**config.mk**
```make
export PLATFORM = sky130hd
export DESIGN_NAME = bufba_pipe
export DESIGN_NICKNAME = d
export VERILOG_FILES = /design/src/rtl/bufba_pipe.sv
export SDC_FILE = /design/constraint.sdc
export NUM_CORES = 1
export LEC_CHECK = 0
export ABC_AREA = 1
export CAP_MARGIN = 0
export CORE_MARGIN = 2
export CORE_UTILIZATION = 35
export DETAILED_ROUTE_END_ITERATION = 8
export MAX_ROUTING_LAYER = met4
export PLACE_DENSITY = 0.64
export SLEW_MARGIN = 25
export SYNTH_ARGS = -nofsm -noshare
export SYNTH_HDL_FRONTEND = slang
export SYNTH_SLANG_ARGS = --single-unit
```
**constraint.sdc**
```tcl
create_clock -name CLK -period 4.3 [get_ports CLK]
set_input_delay 0.645 -clock CLK [delete_from_list [all_inputs] [get_ports CLK]]
set_output_delay 0.645 -clock CLK [all_outputs]
set_load 0.02 [all_outputs]
```
**src/rtl/bufba_pipe.sv**
```systemverilog
// bufba_pipe: DEPTH-entry valid/ready elastic buffer with registered storage.
// Define BUFBA_PIPE_BYPASS_EN to forward A straight to Z when the buffer is empty.
module bufba_pipe #(
    parameter int WIDTH = 8,
    parameter int DEPTH = 4,
    localparam int CW = $clog2(DEPTH + 1)
) (
    input  logic             CLK,
    input  logic             RST,
    input  logic [WIDTH-1:0] A,
    input  logic             AV,
    output logic             AR,
    output logic [WIDTH-1:0] Z,
    output logic             ZV,
    input  logic             ZR,
    output logic [CW-1:0]    CNT
);
    localparam int PW = DEPTH > 1 ? $clog2(DEPTH) : 1;
    logic [WIDTH-1:0] mem [DEPTH];
    logic [PW-1:0] wp, rp;
    logic empty, wr, rd;
    assign empty = CNT == '0;
    assign AR = (CNT != CW'(DEPTH)) && !RST;
    assign rd = !empty && ZR;
`ifdef BUFBA_PIPE_BYPASS_EN
    logic byp;
    assign byp = empty && AV && AR;
    assign ZV = !empty || byp;
    assign Z = byp ? A : mem[rp];
    // a word taken straight through while empty never touches storage
    assign wr = AV && AR && !(empty && ZR);
`else
    assign ZV = !empty;
    assign Z = mem[rp];
    assign wr = AV && AR;
`endif
    always_ff @(posedge CLK) begin
        if (RST) begin
            wp <= '0;
            rp <= '0;
            CNT <= '0;
            for (int i = 0; i < DEPTH; i++) mem[i] <= '0;
        end else begin
            if (wr) begin
                mem[wp] <= A;
                wp <= wp == PW'(DEPTH - 1) ? '0 : wp + 1'b1;
            end
            if (rd) rp <= rp == PW'(DEPTH - 1) ? '0 : rp + 1'b1;
            CNT <= CNT + CW'(wr) - CW'(rd);
        end
    end
endmodule

```
# Word-level counts from Yosys, hierarchy flattened
# Memories as Yosys holds them, arrays and structs flattened. A register that Yosys moved wholly into a read port is not among the register bits.
# Index checks and enable logic that the tools add are counted.
# Widths: inputs -> output; s select.
[totals]
regBits = 7
mem_bits_rw = 32
input_bits = 12
output_inout_bits = 13
wordCells = 30
n_memories = 1
[memory_table]
columns = ["name", "depth", "word_bits", "rd", "rd_clocked_by_memory_dff", "wr", "line_no", "text"]
rows = [
  ["mem", 4, 8, 1, 1, 4, "19", "logic [WIDTH-1:0] mem [DEPTH];"],
]
[classes]
addsub = 4
n_eq_ne = 3
mux = 12
reduce_logical = 7
[op_table]
columns = ["op", "n"]
rows = [
  ["$mux 2", 5],
  ["$mux 8", 1],
  ["$reduce_or 8->1", 1],
  ["$mux 1", 6],
  ["$add 2x1->2 const B", 2],
  ["$eq 2x2->1 const B", 2],
  ["$add 3x1->3", 1],
  ["$logic_and 1x1->1", 3],
  ["$logic_not 3->1", 1],
  ["$ne 3x3->1 const B", 1],
  ["$sub 3x1->3", 1],
  ["$logic_not 1->1", 2],
]

# Depth between registers and ports, before layout
[depth]
word_depth = 8
ltp_mapped = 13
depth_no_buf = 13

# Worst setup path after synthesis
# Ideal clock, no wire load.
[synth_path]
path_kind = "flip-flop to flip-flop"
from = "reg CNT[1]"
to = "reg CNT[2]"
setup_time_ns = 0.113
arrival_time_ns = 2.327
required_ns = 4.187
slack_ns = 1.859
stages_incl_launch_ff = 13
path_buffers = 0
synth_period_minus_slack_ns = 2.441
path_cell_list = "dfxtp_1 > nor2_2 > a21oi_2 > nand2_2 > ha_1 > inv_1 > ha_1 > inv_1 > fa_1 > xor2_1 > nand2_1 > nand2_1 > nor2_1"
[synth_via]
elab_chain_cells = 5
elab_cells_between_ends = 8
classes_between = "add/sub: 2; eq/ne: 1; reduce/logical: 5"
[synth_rtl]
columns = ["element", "line_no", "text"]
rows = [
  ["from (decl)", "16", "output logic [CW-1:0] CNT"],
  ["from (signal assigned)", "49", "CNT <= CNT + CW'(wr) - CW'(rd);"],
  ["$ne 3x3->1", "23", "assign AR = (CNT != CW'(DEPTH)) && !RST;"],
  ["$logic_and 1x1->1", "23", ""],
  ["named net AR", "12", "output logic AR,"],
  ["$logic_and 1x1->1", "35", "assign wr = AV && AR;"],
  ["$add 3x1->3", "49", ""],
  ["$sub 3x1->3", "49", ""],
]
# The timed path passes the listed nets, and every way through them passes these cells.
# A chain may end at the register's enable or synchronous reset.

==> metrics.yaml <==
placed_design:
  post-place-cells: 268
  io_buffers: 24
  hpwlAfterDp_um: 2652
  dp_slack_ns: 1.344
  globalplace.congestion: 0.7405
power:
  power_density_nw_per_um2: 599.7
  p_leak_nw: 0.8922
  vdd_drop_max_uv: 284.9
synth:
  ys_seq_area_frac: 0.6052
  synth.distinct_cells: 22
  ys_dominant_reg_cell: "edfxtp_1"
  netlist.area_leader.share: 0.5096
  yosysTopAreaCell: "edfxtp_1"
  netlist_area_um2: 1886
  yosys-top-cells-area: "edfxtp_1 (51%), dfxtp_1 (9.6%), nor2_1 (7.0%)"
  ys_warn_count: 0
  async_reset_ff_frac: 0
  synth_edf_count: 32
  synth-seq-cells: 41
  syn_nets: 193
  synthCells: 176
  avgSynthCellArea_um2: 10.71
floorplanning:
  die_w_um: 77.40
  start_util: 0.3668
  ios: 25
  coreArea_um2: 5140
  dieArea_um2: 5991
  die_h_um: 77.40
  row_count: 26
timing:
  worstMarginPinSlew_ns: 0.7349
  fin_crit_sh: 0.6817
  tns_ns: 0
  hold_viol: 0
  slew_headroom: 0.5083
  grt_setup_unrepaired: "no"
  slew_viol_final: 0
  layout_setup_ws_ns: 1.369
  setup_viol: 0
  timing.fmax_mhz: 341.2
  fin_crit_ns: 2.931
  skew_ns: 0.004329
critical_path:
  cp_max_fo: 17
  path_class: "flip-flop to output pin"
  required_ns: 3.65
  crit_family: "buffers and inverters"
  ff2ff_path_depth: 12
  startpoint_type: "flip-flop"
  crit_chain: "inv_1 -> o21ai_0 -> o22ai_1 -> clkdlybuf4s50_1"
  r2r-start: "CNT[1]"
  crit_buf_inv: 2
  slowest_stage: "dfxtp_1"
  crit_arrival_ns: 2.29
  critPathMaxStageDelay_ns: 0.67
  r2r_setup_slack_ns: 2.01
  r2r-end: "CNT[2]"
  endpoint_kind: "output pin"
global_route:
  gr-total-overflow: 0
  grt_max_degree: 20
  grt_pass1_vias: 1341
  antenna_found_initial: 0
  grt_util_all_layers: 0.1441
  grt_pass1_wl_um: 6437
routing:
  viasPerCell: 4.717
  drtPass1Iterations: 4
  routed_wl_um: 3793
  drtIter0Drc: 183
  ant_nets: 0
  wl_per_cell_um: 13.74
  drc: 0
  vias: 1302
cts:
  ctsResizeCount: 0
  post-cts-setup-buffer-count: 0
  clk_latency_ns: 0.29
  h-tree-depth: 2
  clk_path_buf_depth: 2
  root_buffer: "clkbuf_8"
  holdBufCountCts: 0
  cts_tree: "done"
  cts.sinks: 41
  clk_pin_slew_ns: 0.07
  cts_buffers: 5
finish:
  final_common_cell: "nor2_1"
  final_cell_mix: "nor2_1 (35), edfxtp_1 (32), clkdlybuf4s50_1 (24), o21ai_0 (21), inv_1 (15)"
  fin_util: 0.4516
  drive_gt1_frac: 0.1408
  synthToLayoutAreaGrowth_pct: 23.09
  fin_cells: 276
  nFillCells: 523
  nets: 222
  antenna_cells: 0
hold_path:
  worstHoldPathType: "flip-flop to flip-flop"
  hold_end: "wp[0]"
  min_from: "wp[0]"
  whs_path_depth: 2
status:
  outcome: "complete, no violations"
run:
  drv_cap: 0
where the power goes:
group	switching (mW)	total (mW)	internal, mW
sequential	0.0685	0.580	0.511
combinational	0.291	0.499	0.208
clock	0.124	0.313	0.189
total	0.484	1.39	0.908
state kept, by name, summed over array words and instances (netlist names), named ones only:
signal	flops
mem	32
CNT	3
wp	2
rp	2
synthesized netlist by cell type (2+ instances only):
cell type  instances
buf_2              4
dfxtp_1            9
edfxtp_1          32
ha_1               4
inv_1             15
inv_2              3
nand2_1            9
nand2_2            2
nand3_1            2
nor2_1            35
nor3_1            14
nor3_2            10
o21ai_0           21
o22ai_1            8
cell type report:
type / count / area (µm²) / share of cell area
Clock buffer: 7 / 86.33 / 0.03720
Clock inverter: 1 / 30.03 / 0.01294
Inverter: 18 / 67.56 / 0.02911
Multi-Input combinational cell: 112 / 645.6 / 0.2782
Sequential cell: 41 / 1141 / 0.4916
Tap cell: 70 / 87.58 / 0.03774
Timing Repair Buffer: 27 / 262.8 / 0.1132
per-layer routing:
layer	share of wire	global-route usage
met1	0.47	0.1762
met2	0.49	0.2383
met3	0.036	0.03488
met4	0.0090	0.04286
met5	0	-
metrics by stage:
stage	cell area (µm²)	power [mW]	hold slack (ns)
6_report	2321	1.392	0.5078
2_1_floorplan	1886	0.8822	0.4666
5_1_grt	2321	1.482	0.5434
3_3_place_gp	2205	1.086	0.4865
4_1_cts	2321	1.409	0.5084
3_5_place_dp	2205	1.094	0.4958
worst max path at each step:
stage	startpoint	to	slack, ns	depth (start not counted)
after global routing	flip-flop	Z[2]	1.18	4
after CTS	flip-flop	Z[2]	1.35	4
final	flip-flop	Z[2]	1.37	4
after detailed placement	RST	CNT[2]	1.34	12
after global placement	RST	CNT[2]	1.42	12
after floorplan	CNT[1]	CNT[2]	1.86	12
cell families after synthesis:
| logic type | count (synthesis) | share of synthesized area |
|---|---|---|
| and+or+nand+nor | 75 | 0.2110 |
| adders and majority gates | 5 | 0.03716 |
| buffers and inverters | 23 | 0.05242 |
| AOI/OAI and AO/OA | 31 | 0.08958 |
| DFF | 41 | 0.6052 |
| xor gates and xnor gates | 1 | 0.004646 |
worst min-delay path, cell delays in order, from the launching register on:
cell and delay [ns]:
dfxtp_1 0.35, nand2_1 0.08, nand2_1 0.04
Note: power is estimated with default switching activity, not from simulation.
